<file path="config.mk">
export PLATFORM = sky130hd
export DESIGN_NAME = accel_layer_sched
export DESIGN_NICKNAME = d
export VERILOG_FILES = /design/src/rtl/accel_layer_sched.sv
export SDC_FILE = /design/constraint.sdc
export NUM_CORES = 1
export LEC_CHECK = 0
export CAP_MARGIN = 0
export CORE_MARGIN = 1
export CORE_UTILIZATION = 30
export DETAILED_ROUTE_END_ITERATION = 10
export PLACE_DENSITY_LB_ADDON = 0.25
export SYNTH_ARGS = -nofsm -noshare
export SYNTH_HDL_FRONTEND = slang
export SYNTH_SLANG_ARGS = --single-unit
</file>
<file path="constraint.sdc">
create_clock -name clk -period 4.3 [get_ports clk]
set_input_delay 0.86 -clock clk [delete_from_list [all_inputs] [get_ports clk]]
set_output_delay 0.86 -clock clk [all_outputs]
set_load 0.005 [all_outputs]
</file>
<file path="src/rtl/accel_layer_sched.sv">
// rtl/accel_layer_sched.sv - layer sequencer: weight load, activation stream, pipeline drain, result capture
module accel_layer_sched #(
  parameter int MAP_SIZE  = 10,
  parameter int k         = 3,
  parameter int p         = 2,
  parameter int N         = 8,
  parameter int A_AW      = 7,
  parameter int W_AW      = 4,
  parameter int O_AW      = 5,
  parameter int DRAIN_MAX = 64
) (
  input  logic               clk,
  input  logic               global_rst,
  input  logic               start,
  input  logic               hold,
  output logic               busy,
  output logic               done,
  output logic               error,
  output logic               w_rd_en,
  output logic [W_AW-1:0]    w_addr,
  input  logic [N-1:0]       w_rd_data,
  output logic [k*k*N-1:0]   weight1,
  output logic               a_rd_en,
  output logic [A_AW-1:0]    a_addr,
  input  logic [N-1:0]       a_rd_data,
  output logic [N-1:0]       activation,
  output logic               ce,
  input  logic [N-1:0]       data_out,
  input  logic               valid_op,
  input  logic               end_op,
  output logic               o_wr_en,
  output logic [O_AW-1:0]    o_addr,
  output logic [N-1:0]       o_wr_data,
  output logic [O_AW:0]      out_count
);

  localparam int KK       = k * k;
  localparam int NPIX     = MAP_SIZE * MAP_SIZE;
  localparam int OUT_SIDE = (MAP_SIZE - k + 1) / p;
  localparam int OUT_CNT  = OUT_SIDE * OUT_SIDE;
  localparam int DW       = $clog2(DRAIN_MAX) + 1;

  localparam logic [W_AW-1:0] W_LAST    = W_AW'(KK - 1);
  localparam logic [A_AW:0]   NPIX_V    = (A_AW + 1)'(NPIX);
  localparam logic [O_AW:0]   OUT_CNT_V = (O_AW + 1)'(OUT_CNT);
  localparam logic [DW-1:0]   D_LAST    = DW'(DRAIN_MAX - 1);

  typedef enum logic [2:0] {
    S_IDLE,
    S_LOAD_W,
    S_STREAM,
    S_DRAIN,
    S_DONE,
    S_ERR
  } state_t;

  state_t             r_state;
  logic               r_busy;
  logic               r_done;
  logic               r_error;
  logic               r_w_rd_en;
  logic [W_AW-1:0]    r_w_addr;
  logic               r_cap_en;
  logic [W_AW-1:0]    r_cap_idx;
  logic [k*k*N-1:0]   r_weight1;
  logic [A_AW:0]      r_rd_idx;
  logic               r_rd_pend;
  logic [A_AW:0]      r_pres_cnt;
  logic [N-1:0]       r_activation;
  logic               r_ce;
  logic [DW-1:0]      r_drain_cnt;
  logic               r_o_wr_en;
  logic [O_AW-1:0]    r_o_addr;
  logic [N-1:0]       r_o_wr_data;
  logic [O_AW:0]      r_out_cnt;

  logic w_start_ok;
  logic w_act_issue;
  logic w_capture;
  logic w_drain_exit;

  // A start is only honoured when no layer is in flight.
  assign w_start_ok   = start && (r_state == S_IDLE || r_state == S_DONE || r_state == S_ERR);
  // Activation reads are issued combinationally so hold takes effect in the same cycle.
  assign w_act_issue  = (r_state == S_STREAM) && !hold && (r_rd_idx < NPIX_V);
  assign w_capture    = (r_state == S_STREAM || r_state == S_DRAIN) && valid_op && (r_out_cnt < OUT_CNT_V);
  assign w_drain_exit = (r_out_cnt == OUT_CNT_V) || (end_op && r_out_cnt != '0);

  assign busy       = r_busy;
  assign done       = r_done;
  assign error      = r_error;
  assign w_rd_en    = r_w_rd_en;
  assign w_addr     = r_w_addr;
  assign weight1    = r_weight1;
  assign a_rd_en    = w_act_issue;
  assign a_addr     = r_rd_idx[A_AW-1:0];
  assign activation = r_activation;
  assign ce         = r_ce;
  assign o_wr_en    = r_o_wr_en;
  assign o_addr     = r_o_addr;
  assign o_wr_data  = r_o_wr_data;
  assign out_count  = r_out_cnt;

  // Layer sequencing FSM: weight fetch, activation streaming with a one-cycle read pipeline, drain and status.
  always_ff @(posedge clk) begin
    if (!global_rst) begin
      r_state      <= S_IDLE;
      r_busy       <= 1'b0;
      r_done       <= 1'b0;
      r_error      <= 1'b0;
      r_w_rd_en    <= 1'b0;
      r_w_addr     <= '0;
      r_cap_en     <= 1'b0;
      r_cap_idx    <= '0;
      r_weight1    <= '0;
      r_rd_idx     <= '0;
      r_rd_pend    <= 1'b0;
      r_pres_cnt   <= '0;
      r_activation <= '0;
      r_ce         <= 1'b0;
      r_drain_cnt  <= '0;
    end else begin
      r_done    <= 1'b0;
      // Weight words return one cycle after the read; remember which slot they belong to.
      r_cap_en  <= r_w_rd_en;
      r_cap_idx <= r_w_addr;
      if (r_cap_en) begin
        r_weight1[int'(r_cap_idx) * N +: N] <= w_rd_data;
      end
      r_rd_pend <= w_act_issue;
      if (w_act_issue) begin
        r_rd_idx <= r_rd_idx + 1'b1;
      end

      case (r_state)
        S_IDLE, S_DONE, S_ERR: begin
          if (w_start_ok) begin
            r_state    <= S_LOAD_W;
            r_busy     <= 1'b1;
            r_error    <= 1'b0;
            r_weight1  <= '0;
            r_w_rd_en  <= 1'b1;
            r_w_addr   <= '0;
            r_rd_idx   <= '0;
            r_pres_cnt <= '0;
          end else if (r_state == S_DONE) begin
            r_state <= S_IDLE;
          end
        end

        S_LOAD_W: begin
          if (r_w_rd_en) begin
            if (r_w_addr == W_LAST) begin
              r_w_rd_en <= 1'b0;
              r_w_addr  <= '0;
            end else begin
              r_w_addr <= r_w_addr + 1'b1;
            end
          end
          if (r_cap_en && r_cap_idx == W_LAST) begin
            r_state <= S_STREAM;
          end
        end

        S_STREAM: begin
          if (r_rd_pend) begin
            r_activation <= a_rd_data;
            r_ce         <= 1'b1;
            r_pres_cnt   <= r_pres_cnt + 1'b1;
          end else if (r_pres_cnt == NPIX_V) begin
            // Last activation has been presented; start feeding zeros to flush the pipeline.
            r_state      <= S_DRAIN;
            r_ce         <= 1'b1;
            r_activation <= '0;
            r_drain_cnt  <= '0;
          end else begin
            r_ce <= 1'b0;
          end
        end

        S_DRAIN: begin
          r_activation <= '0;
          if (w_drain_exit) begin
            r_state <= S_DONE;
            r_busy  <= 1'b0;
            r_done  <= 1'b1;
            r_ce    <= 1'b0;
          end else if (r_drain_cnt == D_LAST) begin
            r_state <= S_ERR;
            r_busy  <= 1'b0;
            r_error <= 1'b1;
            r_ce    <= 1'b0;
          end else begin
            r_ce        <= 1'b1;
            r_drain_cnt <= r_drain_cnt + 1'b1;
          end
        end

        default: begin
          r_state <= S_IDLE;
        end
      endcase
    end
  end

  // Pooled-result capture into the output memory, capped at the expected result count.
  always_ff @(posedge clk) begin
    if (!global_rst) begin
      r_o_wr_en   <= 1'b0;
      r_o_addr    <= '0;
      r_o_wr_data <= '0;
      r_out_cnt   <= '0;
    end else begin
      r_o_wr_en <= 1'b0;
      if (w_start_ok) begin
        r_out_cnt <= '0;
      end else if (w_capture) begin
        r_o_wr_en   <= 1'b1;
        r_o_addr    <= r_out_cnt[O_AW-1:0];
        r_o_wr_data <= data_out;
        r_out_cnt   <= r_out_cnt + 1'b1;
      end
    end
  end

endmodule

</file>
==> reports/results.txt, run 1 <==
Measured along the y axis, the die boundary spans 143 um. IR analysis of the VDD net gives a maximum drop of 0.000296 V. The number of buffers and inverters on the critical path is 2. The signal on the critical path passes through nor3b_2 > nand3_1 > inv_1 > clkdlybuf4s50_1. Die outline width: 143 um.

After layout, the worst path uses 74.9% of the clock period. The final hold violation count is 0. The flow ran to the end, and the final reports show no timing, DRC or antenna violations. The growth of design area from synthesis to finish was 37.8%.

The worst register-to-register path has a setup slack of 1.67 ns. The net count of the finished layout is 838. The total via count after detailed routing was 5219; the row count was 51.

Counting tap cells, the placed design contains a total of 1042 instances. A synthesized cell averages 8.90 sq um. The number of nets with antenna violations after detailed routing is 0. The repair_antennas step left the layout with diodes totalling 0. In this run the post-CTS setup repair buffer count came out at 0. The layout cell share with drive strength beyond 1 works out to 7.05%. Of all cell types, the one taking the most synthesized area is dfxtp_1. By startpoint and endpoint, the worst setup path is classified as reg -> out.

The logs give 0 for the hold buffer count at CTS and 0 for the number of remaining DRC errors. The peak clock frequency supported by timing is 310 MHz, and the post-synthesis xor/xnor area fraction is 0.736%. The first global-routing pass estimated 25700 um of wire. Headroom to the max-slew limit came out at 17.0%. TritonCTS built the clock tree. Entering global routing, the biggest net connects 48 pins. Initial DRC count: 243. After synthesis the netlist holds a flip-flop and latch count of 141. The logs give 0 for the number of gates resized after CTS and 20400 sq um for the total die area. After Yosys synthesis, full adders, half adders and majority gates account for 2.52% of the synthesized area. On the worst path, the slowest cell contributes a delay of 0.77 ns. For the pin with the worst max-slew slack, the measured transition is 1.21 ns. Counting flops with a built-in enable in the synthesized netlist gives 0. The hold-critical path depth is 2. Yosys attributes the largest share of cell area to dfxtp_1 47%, mux2i_1 7.6%, a21oi_1 6.6%.

Dominant register cell in the synthesized netlist: dfxtp_1. In this run the cell area of the synthesized design comes to 5950 sq um. The leading cell type in the layout, fill and taps excluded was clkdlybuf4s50_1.

The tools report the number of antenna violations at the first check in global routing as 0. Dividing total power by cell area gives a power density of 363 nW/um^2. The via count of the first global-routing pass was 4972. The share of synthesized area in the top cell type comes to 47.5%. Buffers inserted during clock tree synthesis total 17. During synthesis, Yosys emitted a total of 0 warnings.

The worst reg2reg path depth is 6. For the count of maximum capacitance violations, the log shows 0. Launch point of the worst reg-to-reg path: r_cap_idx[0]$_SDFF_PN0_. For the synthesized instance count, the log shows 668.

Once the floorplan was initialized, standard cells occupied 30.6% of the core. The number of buffers added on ports was 146. The worst setup path is captured at a primary output. The routed design has 16100 um of wire. The main combinational cell family by area after synthesis is simple AND/OR/NAND/NOR gates. Broken down by cell family, the worst path's largest delay share belongs to flip-flops.

In the synthesized netlist, mux cells make up 7.57% of the area. The clock tree synthesis step divided the H-tree into 4 levels. In this run the most critical hold path is launched from o_wr_data[6]$_SDFFE_PN0P_. The worst-path maximum fanout was 25; the final critical path time including I/O delays and setup was 3.22 ns.

The weighted congestion at the end of routability-driven global placement is 0.731. The fraction of the yosys area taken by sequential cells was 47.5%. The path class of the tightest hold or removal check is reg -> reg. Setup violations remaining at the end of the flow were counted as 0. The nature of the critical path startpoint is a register.

The slowest stage of the critical path is the dfxtp_1 cell. The tools report the core box area as 19500 sq um. After clock tree synthesis, the clock-pin slew on the worst setup and hold paths is 0.06 ns. Data on the critical path is required at its endpoint by 3.44 ns. The total nets after synthesis is 710. The total negative slack for setup checks was 0 ns. Clock tree root buffer cell: clkbuf_16. The top cell types in the final layout, fill and taps aside, are 146 x clkdlybuf4s50_1, 141 x dfxtp_1, 79 x a21oi_1. The logs give 0 for the final number of max-transition violations and 2.80 nW for the leakage power figure. In the synthesized netlist the async set-or-reset flop fraction comes to 0%. Dividing the detail-routed wire length by the instance count gives 14.9 um.

In this run the deepest clock path goes through 2 buffers. Endpoint of the lowest-slack register-to-register path: weight1[21]$_SDFF_PN0_. After synthesis, the netlist uses 58 different library cells. The estimated wirelength of the detail-placed design was 10900 um; the simple-gate share of the synthesized area was 22.3%.

The latest clock arrival within the worst-skew pair was 0.42 ns. Setup repair after global routing left no endpoint under its margin. Data on the critical path arrives at its endpoint at 2.36 ns. The finished layout holds 1074 standard cells, fillers aside. The number of primary I/O pins is 147, and the number of sinks on the clock net is 141. For hold timing, the worst endpoint is o_wr_data[6]$_SDFFE_PN0P_.

The number of iterations in the first detailed-routing pass was 4; the total congestion overflow after global routing was 0. For the total global routing track utilization, the log shows 16.1%. The final setup skew is 0.00939 ns, and the via density per instance is 4.86. Summing the areas of all compound-gate instances in the mapped netlist gives 14.8% of the synthesized area.
-- cell families (layout without fill, tap and decap cells) --
kind of cell	Yosys count	after routing
and+or+nand+nor	255	255
AOI/OAI and AO/OA	149	149
DFF	141	141
buffers and inverters	61	202
muxes	45	45
adders and majority gates	12	12
xor gates and xnor gates	5	5
-- synthesized netlist by cell type, drive strengths merged (2+ instances only) --
cell and n:
nand3 48, clkbuf 22, o31ai 7, dfxtp 141, a211oi 2, and2b 2, a21oi 80, and2 6
xnor2 3, and3 10, nor3 8, o21ai 37, nor4bb 5, nand2 62, nor2b 3, or2 3
nand3b 2, a21o 2, or4 7, a311oi 2, o21a 4, nor3b 2, ha 12, o211a 2
or3 11, and4 2, nand2b 14, xor2 2, a2111o 2, nor2 62, inv 17, a2111oi 2
buf 21, nand4 4, o41ai 3, nor4 2, mux2i 45
-- cell type report --
type                       count  area, sq um
tap                          265          332
timing repair buffer         152         1510
sequential                   141         2820
multi-input combinational    466         2850
inverter                      18         67.6
clock inverter                12          160
fill                        1934        11300
clock buffer                  20          457
-- metrics by stage --
stage / power [mW] / hold slack, ns / util, % / setup slack (ns) / area (sq um)
2_1_floorplan: 1.41 / 0.431 / - / 2.09 / 5950
3_3_place_gp: 1.48 / 0.441 / 38.9 / 1.20 / 7580
3_5_place_dp: 1.48 / 0.447 / 38.9 / 1.20 / 7580
4_1_cts: 3.02 / 0.454 / 42.1 / 1.02 / 8190
5_1_grt: 3.09 / 0.473 / 42.1 / 0.832 / 8190
6_report: 2.98 / 0.454 / 42.1 / 1.08 / 8190
-- how the worst max path moves through the flow --
stage | slack (ns) | start | endpoint | cells after the start
global placement | 1.20 | hold | a_rd_en | 5
global route | 0.83 | r_state[1]$_SDFFE_PN0P_ | a_rd_en | 4
CTS | 1.02 | r_state[1]$_SDFFE_PN0P_ | a_rd_en | 4
finish | 1.08 | r_state[1]$_SDFFE_PN0P_ | a_rd_en | 4
floorplan | 2.09 | r_cap_idx[0]$_SDFF_PN0_ | weight1[67]$_SDFF_PN0_ | 7
detailed placement | 1.20 | hold | a_rd_en | 5
-- sequential cells by signal, summed over array words and instances (netlist names) --
name         count
activation       8
out_count        6
done             1
o_wr_data        8
w_addr           4
o_addr           5
r_rd_idx         8
busy             1
error            1
r_drain_cnt      7
r_cap_en         1
w_rd_en          1
r_state          3
o_wr_en          1
r_pres_cnt       8
r_rd_pend        1
r_cap_idx        4
weight1         72
ce               1
-- report_power, final --
group          leakage, nW  switching, mW  internal, mW
clock                0.289          0.580         0.948
sequential            1.14        0.00917          1.31
combinational         1.37         0.0758        0.0511
-- per-layer routing --
metal  vias up  track usage, %  share of wire, %
met1      2452            20.4                47
met4         0            4.58               1.0
li1       2596               -                 -
met3        13            5.00               6.6
met2       158            26.1                45
met5         -               0                 0
-- worst reg2reg max path, cell delays in order (launching register included) --
cell,delay (ns)
dfxtp_1,0.55
inv_1,0.11
ha_1,0.31
or2_2,0.32
o21ai_1,0.93
nand3_1,0.18
a21oi_1,0.17
Power figures use the tool's default switching activity.
==> run 2: changes to the inputs <==
Clock period 4.3 ns to 2.64 ns, I/O delays scaled along.
==> reports/results.txt, run 2 (synthesized netlist as in run 1, its figures left out) <==
The flip-flop and latch area is 2820 sq um (about the same), and the final worst hold slack is 0.455 ns (+0.00102 ns). The number of remaining DRC errors was 0 (unchanged). The tools report the total via count after detailed routing as 5282 (+1.2%). The flow ran to the end, and the final reports show no timing, DRC or antenna violations. The tools report the worst-case setup margin in the final layout as 0.152 ns (-0.926 ns). The worst-path maximum fanout works out to 5 (-80%). The clock input transition at the sequential cells of the worst setup and hold paths is 0.06 ns (about the same), and the number of antenna violations at the first check in global routing is 0 (unchanged). The area of the multi-input gates was 2860 sq um (+0.48%); the total global routing track utilization was 16.8% (+0.71 points). The launch instance of the worst min-delay path was o_wr_data[0]$_SDFFE_PN0P_.

The tools report the wire length of the first global-routing pass as 26600 um (+3.7%). The final net count is 862 (+2.9%), and the count of fill cells added during filler insertion is 1920 (-0.72%). CTS placed an instance of clkbuf_16 at the clock tree root. Total die area: 20400 sq um (unchanged).

Timing would allow up to 402 MHz. The number of flip-flops in the largest register was 72 (unchanged). The tools report the nature of the critical path startpoint as a register. Setup repair after global routing left no endpoint under its margin. The tools report the launch point of the worst reg-to-reg path as out_count[1]$_SDFFE_PP0P_. The number of buffers added on ports works out to 146 (unchanged). For the number of CTS-inserted buffers, the log shows 17 (unchanged). The total negative slack for setup checks is 0 ns (unchanged), and the overall die height is 143 um (unchanged).

For the maximum number of pins on one net before global-route repair, the log shows 45 (-6.3%). The tools report the number of primary I/O pins as 147 (unchanged). The total power per unit cell area came out at 572 nW/um^2 (+58%).

The worst path needs 2.49 ns of the cycle, external delays included. The run gives 0 (unchanged) as the final number of max-transition violations. The largest vdd supply drop came out at 0.000412 V (+40%). Traced cell by cell, the critical path runs through o311ai_2 > nand3_1 > inv_1 > clkdlybuf4s50_1.

The post-CTS setup buffer count was 0 (unchanged); the final setup skew was 0.00783 ns (-0.00156 ns). The maximum level of the CTS H-tree came out at 4 (unchanged). The total of endpoints with negative setup slack in the final report was 0 (unchanged). The total congestion overflow after global routing was 0 (unchanged); the number of diodes was 0 (unchanged). Overall routed net length: 16300 um (+1.7%). The growth of design area from synthesis to finish is 41.3%. TritonCTS built the clock tree. The starting density of the core is 30.6% (unchanged). The critical path arrival is 1.96 ns (-0.40 ns). The weighted congestion at the end of routability-driven global placement was 0.759 (+3.8%); the wire length per cell was 14.9 um (-0.55%). The layout cell share with drive strength beyond 1 is 9.96% (+2.9 points), and the via count of the first global-routing pass is 5134 (+3.3%). Among all stages on the critical path, the largest delay is contributed by clkdlybuf4s50_1. Number of nets with antenna violations after detailed routing: 0 (unchanged). The core box area is 19500 sq um (unchanged). The worst-margin pin slew was 1.20 ns (-0.00826 ns). The latest clock arrival within the worst-skew pair is 0.42 ns (about the same), and the required time at the worst-slack endpoint is 2.11 ns (-1.33 ns). The number of sinks on the clock net came out at 141 (unchanged). In the layout the commonest cells are 146 x clkdlybuf4s50_1, 140 x dfxtp_1, 79 x a21oi_1. STA classifies the critical path endpoint as a primary output. For the post-route cell area, the log shows 8400 sq um (+2.5%). The tools report the maximum clock path buffer count as 2 (unchanged). The row count is 51 (unchanged). The post-layout total power is 4.81 mW (+61%), and the initial DRC count is 268 (+10%). For the leakage power figure, the log shows 2.92 nW (+4.5%). The run gives 0 (unchanged) as the count of maximum capacitance violations. The die outline width works out to 143 um (unchanged).

By startpoint and endpoint, the worst setup path is classified as reg -> out. The logs give 7780 sq um (+2.7%) for the standard cell area after detailed placement and 11400 um (+4.4%) for the estimated wirelength of the detail-placed design. Leaving out fill and tap cells, the most frequent cell in the layout is clkdlybuf4s50_1. The logs give 0.180 ns (-1.02 ns) for the pre-CTS setup slack and 0 (unchanged) for the final hold violation count. Worst slew slack as a fraction of its limit: 17.5% (+0.57 points). In this run the worst setup path begins at r_rd_idx[4]$_SDFF_PN0_. Dividing the final minimum period by the clock period gives 94.2%. The via density per instance works out to 4.81 (-1.0%). The highest cell delay on the worst timing path came out at 0.51 ns (-0.26 ns). The tools report the number of iterations in the first detailed-routing pass as 4 (unchanged). The path category of the worst min-delay check is reg -> reg.
[run 2: power breakdown]
part	total (mW)	switching (mW)	internal, mW
logic	0.228	0.130	0.0983
clock network	2.43	0.951	1.48
registers	2.15	0.0123	2.14
[run 2: critical path, delay by kind of cell (launching register included)]
family	cells	cell delay, ns
buffers and inverters	2	0.65
AOI/OAI and AO/OA	1	0.37
DFF	1	0.35
and+or+nand+nor	1	0.18
[run 2: area by class of cell]
type / count / area share [%]
Sequential cell: 141 / 33.6
Multi-Input combinational cell: 466 / 34.1
Clock buffer: 21 / 5.60
Tap cell: 265 / 3.95
Inverter: 18 / 0.804
Clock inverter: 11 / 1.58
Timing Repair Buffer: 176 / 20.4
[run 2: stage by stage]
step                instances  util (%)
finish                   1098      43.2
global route             1098      43.2
CTS                      1098      43.1
detailed placement       1066      40.0
global placement         1066      40.0
floorplan                 668         -
[run 2: what timing repair did]
| action | in CTS | in global routing |
|---|---|---|
| endpoints found under the hold margin | 0 | 0 |
| setup endpoints to repair | 0 | 1 |
| gates resized for setup | 0 | 3 |
| hold buffers | 0 | 0 |
[run 2: layer usage]
layer,up-vias,part of all wire (%),track usage (%)
met5,-,0,0
met4,0,0.62,4.87
met3,11,5.4,5.00
met2,143,47,28.0
met1,2478,47,20.8
li1,2650,-,-
[run 2: final timing paths]
path                          endpoint  slack (ns)  depth (start not counted)
max                            a_rd_en        0.15                          4
min          o_wr_data[0]$_SDFFE_PN0P_        0.45                          2
max reg2reg    r_state[1]$_SDFFE_PN0P_        0.29                          6
min reg2reg  o_wr_data[0]$_SDFFE_PN0P_        0.45                          2
==> run 3: changes to the inputs <==
Settings changed: CAP_MARGIN 0 to 5.
Clock period 2.64 ns to 2.1 ns, I/O delays scaled along.
==> reports/results.txt, run 3 (synthesized netlist as in run 1, its figures left out) <==
The core box area is 19500 sq um (unchanged). STA classifies the critical path endpoint as a primary output. Total negative slack for setup checks: 0 ns (unchanged). In this run the clock root is driven by a clkbuf_16.

The worst-case setup margin in the final layout is 0.114 ns (-0.0381 ns), and the worst reg2reg path depth is 6 (unchanged). The peak clock frequency supported by timing is 503 MHz, and the total power per unit cell area is 695 nW/um^2 (+22%). The tools report the count of fill cells added during filler insertion as 1908 (-0.63%).

Overall die height: 143 um (unchanged). Total via count after detailed routing: 5270 (-0.23%). The leading cell type in the layout, fill and taps excluded is clkdlybuf4s50_1. The number of buffers added on ports was 146 (unchanged). The hold-critical path depth works out to 2 (unchanged).

The total congestion overflow after global routing is 0 (unchanged), and the growth of design area from synthesis to finish is 44.0%. Flip-flop and latch area: 2820 sq um (unchanged). Slowest stage cell on the critical path: dfxtp_1. The logs give 0.000577 V (+40%) for the largest vdd supply drop and 0 (unchanged) for the number of nets with antenna violations after detailed routing. Setup repair after global routing left no endpoint under its margin. The run gives 1.68 ns (-0.43 ns) as the required time at the worst-slack endpoint. The run gives 51 (unchanged) as the row count. The run gives 67 (+49%) as the maximum number of pins on one net before global-route repair. The path class of the tightest hold or removal check is reg -> reg. The maximum clock path buffer count came out at 2 (unchanged).

For the number of primary I/O pins, the log shows 147 (unchanged). The run gives 16300 um (about the same) as the overall routed net length. The initial DRC count is 289 (+7.8%).

The logs give 0 (unchanged) for the number of diodes and 4 (unchanged) for the number of iterations in the first detailed-routing pass. The final hold violation count came out at 0 (unchanged). The clock input transition at the sequential cells of the worst setup and hold paths works out to 0.06 ns (about the same). The wire length per cell works out to 14.6 um (-1.9%). The run gives 5038 (-1.9%) as the via count of the first global-routing pass. The count of maximum capacitance violations was 0 (unchanged); the buffers plus inverters on the worst setup path was 2 (unchanged). The worst slew slack as a fraction of its limit came out at 63.8% (+46 points).

The run gives 20400 sq um (unchanged) as the total die area. For the wire length of the first global-routing pass, the log shows 26300 um (-1.4%). Of the available clock period, the critical path in the final layout requires 94.6%.

The number of flip-flops in the largest register works out to 72 (unchanged). The total global routing track utilization is 16.6% (-0.20 points), and the number of sinks on the clock net is 141 (unchanged). The worst-margin pin slew is 0.528 ns (-0.674 ns), and the leakage power figure is 3.03 nW (+3.4%). The top cell types in the final layout, fill and taps aside, are 145 x clkdlybuf4s50_1, 140 x dfxtp_1, 79 x a21oi_1.

The final setup skew was 0.0170 ns (+0.00919 ns); the die outline width was 143 um (unchanged). The run gives 1.57 ns (-0.39 ns) as the critical path arrival. For the starting density of the core, the log shows 30.6% (unchanged). The tools report the estimated wirelength of the detail-placed design as 11500 um (+0.61%).

TritonCTS built the clock tree. In this run the critical register-to-register path is launched from r_cap_idx[1]$_SDFF_PN0_. The weighted congestion at the end of routability-driven global placement came out at 0.750 (-1.1%).

Walking the worst path, the cells encountered are o311ai_4 > nand3_2 > inv_1 > dlygate4sd2_1. The via density per instance came out at 4.71 (-2.2%). The run finished with clean final reports. The number of antenna violations at the first check in global routing was 0 (unchanged). The most critical setup path has its startpoint at r_rd_idx[3]$_SDFF_PN0_.

For the area of the multi-input gates, the log shows 2880 sq um (+0.74%). Latest clock arrival within the worst-skew pair: 0.42 ns (about the same). Logic depth of the worst setup path including buffers: 4 (unchanged). The run gives 0 (unchanged) as the total of endpoints with negative setup slack in the final report. The tools report the final net count as 885 (+2.7%). The maximum level of the CTS H-tree was 4 (unchanged).

The pre-CTS setup slack is -0.101 ns (-0.282 ns), and the number of remaining DRC errors is 0 (unchanged). Launch instance of the worst min-delay path: o_addr[2]$_SDFFE_PN0P_. The final critical path time including I/O delays and setup came out at 1.99 ns. The final number of max-transition violations came out at 0 (unchanged). Number of CTS-inserted buffers: 17 (unchanged). The kind of cell adding the most delay to the critical path was buffers and inverters.

The worst-path maximum fanout came out at 2 (-3). The critical path in this run is classified as reg -> out. The layout cell share with drive strength beyond 1 is 12.6% (+2.7 points). The nature of the critical path startpoint was a register. The highest cell delay on the worst timing path was 0.33 ns (-0.18 ns).
-- run 3: cell types whose count changed in the layout (fill, tap and decap cells not counted), sizes merged --
| cell | before | now |
|---|---|---|
| buf | 30 | 53 |
| clkdlybuf4s50 | 146 | 145 |
| clkinv | 6 | 5 |
| clkinvlp | 2 | 3 |
| dlygate4sd2 | 0 | 1 |
| inv | 19 | 18 |
-- run 3: cell type report --
class | instances | share of cell area (%)
multi-input cells | 466 | 33.7
flip-flops and latches | 141 | 33.0
repair buffers | 199 | 22.0
clock buffers | 21 | 5.38
well taps | 265 | 3.87
clock inverters | 10 | 1.34
inverters | 18 | 0.789
-- run 3: timing repair --
item | 4_1_cts | 5_1_grt
endpoints found under the hold margin | 0 | 0
hold buffers | 0 | 0
resized for setup | 5 | 2
buffers inserted | 1 | 0
pin swaps | 1 | 0
endpoints found under the setup margin | 1 | 19
-- run 3: final timing paths --
path                       endpoint  slack, ns
min          o_addr[2]$_SDFFE_PN0P_       0.45
max                         a_rd_en       0.11
max reg2reg  weight1[53]$_SDFF_PN0_       0.16
min reg2reg  o_addr[2]$_SDFFE_PN0P_       0.45
-- run 3: through the flow --
stage                     hold slack (ns)  area (sq um)  util [%]  power (mW)  std cells
after floorplan                     0.431          5950         -        2.89        668
after global placement              0.441          7950      40.9        3.06       1088
after detailed placement            0.448          7950      40.9        3.06       1088
after CTS                           0.455          8560      44.0        6.03       1120
after global routing                0.474          8570      44.0        6.19       1120
final                               0.454          8570      44.0        5.95       1120
-- run 3: layer usage --
metal	track usage (%)	vias to the layer above	wire length, um
li1	-	2690	-
met4	4.58	0	133
met2	26.7	154	7470
met5	0	-	0
met3	5.33	11	1050
met1	21.1	2415	7670
-- run 3: worst min-delay path, delay by kind of cell, from the launching register on --
family,cells,cell delay [ns]
AO/OA/AOI/OAI,1,0.05
flip-flops,1,0.31
AND/OR/NAND/NOR,1,0.05
-- run 3: where the power goes --
part,switching [mW],total (mW),internal [mW]
clock,1.15,2.95,1.80
sequential,0.0134,2.70,2.69
combinational,0.166,0.301,0.135
total,1.33,5.95,4.63
